[config.mk]
export PLATFORM = sky130hd
export DESIGN_NAME = cursor_overlay
export DESIGN_NICKNAME = d
export VERILOG_FILES = /design/src/rtl/cursor_overlay.sv
export SDC_FILE = /design/constraint.sdc
export NUM_CORES = 1
export LEC_CHECK = 0
export CORE_MARGIN = 2
export CORE_UTILIZATION = 53
export DETAILED_ROUTE_END_ITERATION = 10
export PLACE_DENSITY = 0.81
export SLEW_MARGIN = 20
export SYNTH_ARGS = -nofsm -noshare
export SYNTH_HDL_FRONTEND = slang
export SYNTH_SLANG_ARGS = --single-unit
[constraint.sdc]
create_clock -name i_clk -period 4.8 [get_ports i_clk]
set_clock_uncertainty 0.15 [all_clocks]
set_input_delay 0.48 -clock i_clk [delete_from_list [all_inputs] [get_ports i_clk]]
set_output_delay 0.48 -clock i_clk [all_outputs]
set_load 0.005 [all_outputs]
[src/rtl/cursor_overlay.sv]
// Composites a square cursor onto the VGA pixel stream through a 2-stage pipeline.
// Cursor position and size are latched at frame start so the cursor never tears.
module cursor_overlay #(
    parameter int unsigned BLINK_FRAMES = 30,
    parameter logic [11:0] FILL_COLOR   = 12'hFFF,
    parameter logic [11:0] BORDER_COLOR = 12'h000
) (
    input  logic        i_clk,
    input  logic        i_rst,
    input  logic        i_pix_en,
    input  logic        i_frame_start,
    input  logic [9:0]  i_h_count,
    input  logic [9:0]  i_v_count,
    input  logic        i_active_video,
    input  logic [11:0] i_in_rgb,
    input  logic [9:0]  i_cursor_x,
    input  logic [9:0]  i_cursor_y,
    input  logic [1:0]  i_cursor_size,
    output logic [11:0] o_out_rgb,
    output logic        o_out_active,
    output logic        o_cursor_hit
);

    localparam int unsigned CW = (BLINK_FRAMES > 1) ? $clog2(BLINK_FRAMES) : 1;
    localparam logic [CW-1:0] LAST = (BLINK_FRAMES > 1) ? CW'(BLINK_FRAMES - 1) : '0;

    logic [9:0]    r_sx;
    logic [9:0]    r_sy;
    logic [1:0]    r_ssize;
    logic [CW-1:0] r_blink_cnt;
    logic          r_visible;

    logic          r_s1_inside;
    logic          r_s1_edge;
    logic          r_s1_active;
    logic [11:0]   r_s1_rgb;

    logic [11:0]   r_out_rgb;
    logic          r_out_active;
    logic          r_out_hit;

    logic          w_capture;
    logic          w_hidden;
    logic [10:0]   w_size;
    logic [10:0]   w_x0;
    logic [10:0]   w_x1;
    logic [10:0]   w_y0;
    logic [10:0]   w_y1;
    logic [10:0]   w_h;
    logic [10:0]   w_v;
    logic          w_inside;
    logic          w_edge;
    logic          w_hit;
    logic [11:0]   w_rgb;

    assign w_capture = i_pix_en && i_frame_start;

    always_ff @(posedge i_clk) begin
        if (i_rst) begin
            r_sx    <= 10'd320;
            r_sy    <= 10'd240;
            r_ssize <= 2'b00;
        end else if (w_capture) begin
            r_sx    <= i_cursor_x;
            r_sy    <= i_cursor_y;
            r_ssize <= i_cursor_size;
        end
    end

    always_ff @(posedge i_clk) begin
        if (i_rst) begin
            r_blink_cnt <= '0;
            r_visible   <= 1'b1;
        end else if (w_capture && BLINK_FRAMES != 0) begin
            if (r_blink_cnt == LAST) begin
                r_blink_cnt <= '0;
                r_visible   <= ~r_visible;
            end else begin
                r_blink_cnt <= r_blink_cnt + CW'(1);
            end
        end
    end

    always_comb begin
        w_size   = 11'd20;
        w_hidden = 1'b0;
        unique case (r_ssize)
            2'b00:   w_size = 11'd4;
            2'b01:   w_size = 11'd8;
            2'b10:   w_size = 11'd20;
            default: w_hidden = 1'b1;
        endcase
    end

    // 11-bit bounds so a cursor near column 1023 cannot wrap to 0
    assign w_h  = {1'b0, i_h_count};
    assign w_v  = {1'b0, i_v_count};
    assign w_x0 = {1'b0, r_sx};
    assign w_y0 = {1'b0, r_sy};
    assign w_x1 = w_x0 + w_size - 11'd1;
    assign w_y1 = w_y0 + w_size - 11'd1;

    assign w_inside = !w_hidden
                   && (w_h >= w_x0) && (w_h <= w_x1)
                   && (w_v >= w_y0) && (w_v <= w_y1);

    assign w_edge = w_inside
                 && ((w_h == w_x0) || (w_h == w_x1)
                 ||  (w_v == w_y0) || (w_v == w_y1));

    always_ff @(posedge i_clk) begin
        if (i_rst) begin
            r_s1_inside <= 1'b0;
            r_s1_edge   <= 1'b0;
            r_s1_active <= 1'b0;
            r_s1_rgb    <= 12'h000;
        end else if (i_pix_en) begin
            r_s1_inside <= w_inside;
            r_s1_edge   <= w_edge;
            r_s1_active <= i_active_video;
            r_s1_rgb    <= i_in_rgb;
        end
    end

    assign w_hit = r_s1_inside && r_visible && r_s1_active;

    always_comb begin
        w_rgb = r_s1_rgb;
        if (!r_s1_active) begin
            w_rgb = 12'h000;
        end else if (w_hit) begin
            w_rgb = r_s1_edge ? BORDER_COLOR : FILL_COLOR;
        end
    end

    always_ff @(posedge i_clk) begin
        if (i_rst) begin
            r_out_rgb    <= 12'h000;
            r_out_active <= 1'b0;
            r_out_hit    <= 1'b0;
        end else if (i_pix_en) begin
            r_out_rgb    <= w_rgb;
            r_out_active <= r_s1_active;
            r_out_hit    <= w_hit;
        end
    end

    assign o_out_rgb    = r_out_rgb;
    assign o_out_active = r_out_active;
    assign o_cursor_hit = r_out_hit;

endmodule
==> metrics <==
DR vias 3448; row cnt 31; Leakage 2.13 nW; reg2reg path depth 19; unrepaired setup endpoints after global routing no; Hold Path Sink r_sx[4]$_SDFFE_PP0P_; most numerous cell in the Yosys netlist ha_1; Area growth syn-to-layout 25.1%; Switching Fraction 29.1%; vias in the first global route 3472; Starting Density 54.2%; mean number of vias per cell 5.34; TritonCTS buffer count 9; FF-to-FF setup slack 0.73 ns; FFs w/ async S/R, synth 0%; crit share post-route 84.8%; Synth area leaders dfxtp_1 (29%), ha_1 (20%), a21oi_1 (6.4%); ys flop type dfxtp_1; Comb power frac 29.2%; Clock power frac 31.9%; status complete, no violations; PnR worst setup slack 0.727 ns; synthesized cell area 3910 µm²; Slew @ Worst Pin 0.998 ns; Layout Utilization 67.8%; postcts setup bufs 0; all-layer global routing usage 22.8%; reg2reg start r_ssize[0]$_SDFFE_PP0P_; slowest stage cell on the critical path or3_1; critical-path cell list nor2b_1 > inv_1 > ha_1 > inv_1 > ha_1 > nor2b_1 > o21ai_0 > a21oi_1 > o21ai_0 > nand2b_1 > a21o_1 > a21oi_1 > xor2_1 > ha_1 > nand4_1 > or3_1 > nand3b_1 > nand3b_2 > a221oi_2; Antenna diodes 0; P_sw 0.000380 W; FMAX 246 MHz; VDD IR max 0.000219 V; Placed Instances 630; most instantiated cells after synthesis ha_1 (64), nand2_1 (62), dfxtp_1 (57); Seq cells post-synth 57; largest fanout on the critical path 4; Die Area 8080 µm²; initial antenna violation count 0; Slew HR 33.4%; post-synth top area share 29.2%; WHS Path Cells 2; Final Hold Vio Count 0; CTS Sinks 57; sequential area share after synthesis 29.2%; core area 7210 µm²; Clk Latency, worst-skew pair 0.32 ns; first-pass GRT wire length 15300 µm; Layout Cells excl Fill 646; Worst Hold Class flip-flop to flip-flop; CP Class flip-flop to flip-flop; Pre-antenna DRT Iters 4; MaxCap Viol Count 0; total grt overflow 0; Worst setup SP type flip-flop; routed len/inst 13.8 µm; number of I/O pins 73; H-tree levels 3; Critical Path Max Stage Delay 0.39 ns; Synth cell types 43; Synth Net Count 599; EDFF count, synth 0; PD cells 267 nW/µm²; hold path start r_sx[4]$_SDFFE_PP0P_; drc violations 0; DRT Wirelength 8890 µm; pin count of the biggest net entering global routing 54; CTS tree yes; Int Power 0.000924 W; Detail Route Antenna Nets 0; DP HPWL 7070 µm; YS warnings 0; sequential share of power 38.9%; layout cells sized above 1 5.12%; Final #Nets 667; min Tclk post-route 4.07 ns; critical path required time 4.89 ns; Starting DRT DRC Count 108; IO buf count 72; die width 89.9 µm; final setup fails 0; arrival time worst endpoint 4.16 ns; reg2reg end r_s1_edge$_SDFFE_PP0P_; hold_buf cts 0; Mapped Avg Cell Area 8.25 µm²; Max Slew Vio Count 0; RePlAce Congestion 0.929; post-layout power 0.00130 W; Crit. Startpoint r_ssize[0]$_SDFFE_PP0P_; Mapped Cells 474; clock buffer depth 2; Crit. End Element flip-flop; Synth area leader dfxtp_1; CTS root buffer clkbuf_8; clock slew at reported path FFs 0.06 ns; cts repair resizes 0; cell with the most instances on the worst path ha_1; dpl ws 0.789 ns; die height 89.9 µm; setup TNS 0 ns
## layout make-up
type | instances | area [µm²]
timing repair buffer | 73 | 723
clock buffer | 14 | 183
fill | 601 | 2330
tap | 99 | 124
multi-input combinational | 358 | 2550
inverter | 43 | 161
clock inverter | 2 | 10.0
sequential | 57 | 1140
## critical path, delay by kind of cell, from the launching register on
| family | cells | cell delay [ns] |
|---|---|---|
| flops | 1 | 0.34 |
| fa+ha+maj | 3 | 0.94 |
| simple gates | 7 | 1.21 |
| compound gates | 6 | 1.07 |
| buf+inv | 2 | 0.16 |
| xor+xnor | 1 | 0.09 |
## cells in the final DEF (no fill, tap or decap), types with 2 or more instances in the layout
| cell type | Yosys | layout |
|---|---|---|
| clkdlybuf4s50_1 | 0 | 71 |
| ha_1 | 64 | 64 |
| nand2_1 | 62 | 62 |
| dfxtp_1 | 57 | 57 |
| a21oi_1 | 50 | 50 |
| inv_1 | 43 | 43 |
| nor2_1 | 30 | 30 |
| o21ai_0 | 21 | 21 |
| nand2b_1 | 19 | 19 |
| mux2i_1 | 14 | 14 |
| clkbuf_8 | 0 | 13 |
| xnor2_1 | 10 | 10 |
| xor2_1 | 9 | 9 |
| nand3b_1 | 9 | 9 |
| a21o_1 | 8 | 8 |
| nand3_1 | 8 | 8 |
| nand4_1 | 8 | 8 |
| a211oi_1 | 6 | 6 |
| nor3_1 | 5 | 5 |
| and3_1 | 3 | 3 |
| nor2b_1 | 2 | 2 |
| o21a_1 | 2 | 2 |
| and2_1 | 2 | 2 |
| or3_1 | 2 | 2 |
| or2_1 | 2 | 2 |
| o2111ai_1 | 2 | 2 |
| a31oi_1 | 2 | 2 |
| nand3b_2 | 2 | 2 |
| fa_1 | 2 | 2 |
| clkinv_2 | 0 | 2 |
## per-stage QoR
stage                     hold WS (ns)  area, µm²
final                            0.307       4890
after global routing             0.343       4890
after CTS                        0.306       4890
after detailed placement         0.298       4700
after global placement           0.295       4700
after floorplan                  0.286       3910
## metal layers
| layer | part of all wire, % | vias up | wire length [µm] | track usage [%] |
|---|---|---|---|---|
| met5 | 0 | - | 0 | 0 |
| met4 | 1.2 | 0 | 111 | 6.15 |
| met3 | 4.1 | 13 | 363 | 5.20 |
| met2 | 48 | 71 | 4290 | 40.1 |
| met1 | 46 | 1603 | 4130 | 28.1 |
| li1 | - | 1761 | - | - |
## registers in the layout (all words and copies together), names as in the netlist
| register | count |
|---|---|
| r_s1_inside | 1 |
| o_out_active | 1 |
| r_ssize | 2 |
| r_visible | 1 |
| r_s1_rgb | 12 |
| r_sy | 10 |
| r_s1_active | 1 |
| o_cursor_hit | 1 |
| o_out_rgb | 12 |
| r_blink_cnt | 5 |
| r_s1_edge | 1 |
| r_sx | 10 |
## how the worst max path moves through the flow
stage                                         to  slack (ns)  cells after the start
after CTS                 r_s1_edge$_SDFFE_PP0P_        0.75                     19
after global placement    r_s1_edge$_SDFFE_PP0P_        0.93                     19
final                     r_s1_edge$_SDFFE_PP0P_        0.73                     19
after global routing      r_s1_edge$_SDFFE_PP0P_        0.33                     19
after detailed placement  r_s1_edge$_SDFFE_PP0P_        0.79                     19
after floorplan           r_s1_edge$_SDFFE_PP0P_        1.10                     19
## power groups by stage
| stage | Sequential [W] | Combinational, W | Clock (W) |
|---|---|---|---|
| after global placement | 0.000516 | 0.000366 | 0 |
| final | 0.000508 | 0.000381 | 0.000416 |
| after detailed placement | 0.000517 | 0.000378 | 0 |
| after global routing | 0.000510 | 0.000428 | 0.000447 |
| after CTS | 0.000507 | 0.000381 | 0.000424 |
| after floorplan | 0.000513 | 0.000264 | 0 |
## kinds of logic after synthesis
| family | share of synthesized area [%] |
|---|---|
| AND/OR/NAND/NOR | 19.9 |
| AO/OA/AOI/OAI | 15.9 |
| adder cells (fa/ha/maj) | 21.5 |
| buffers and inverters | 5.67 |
| flip-flops | 29.2 |
| XOR/XNOR | 4.26 |
| multiplexers | 3.59 |
(Power assumes the default switching activity.)
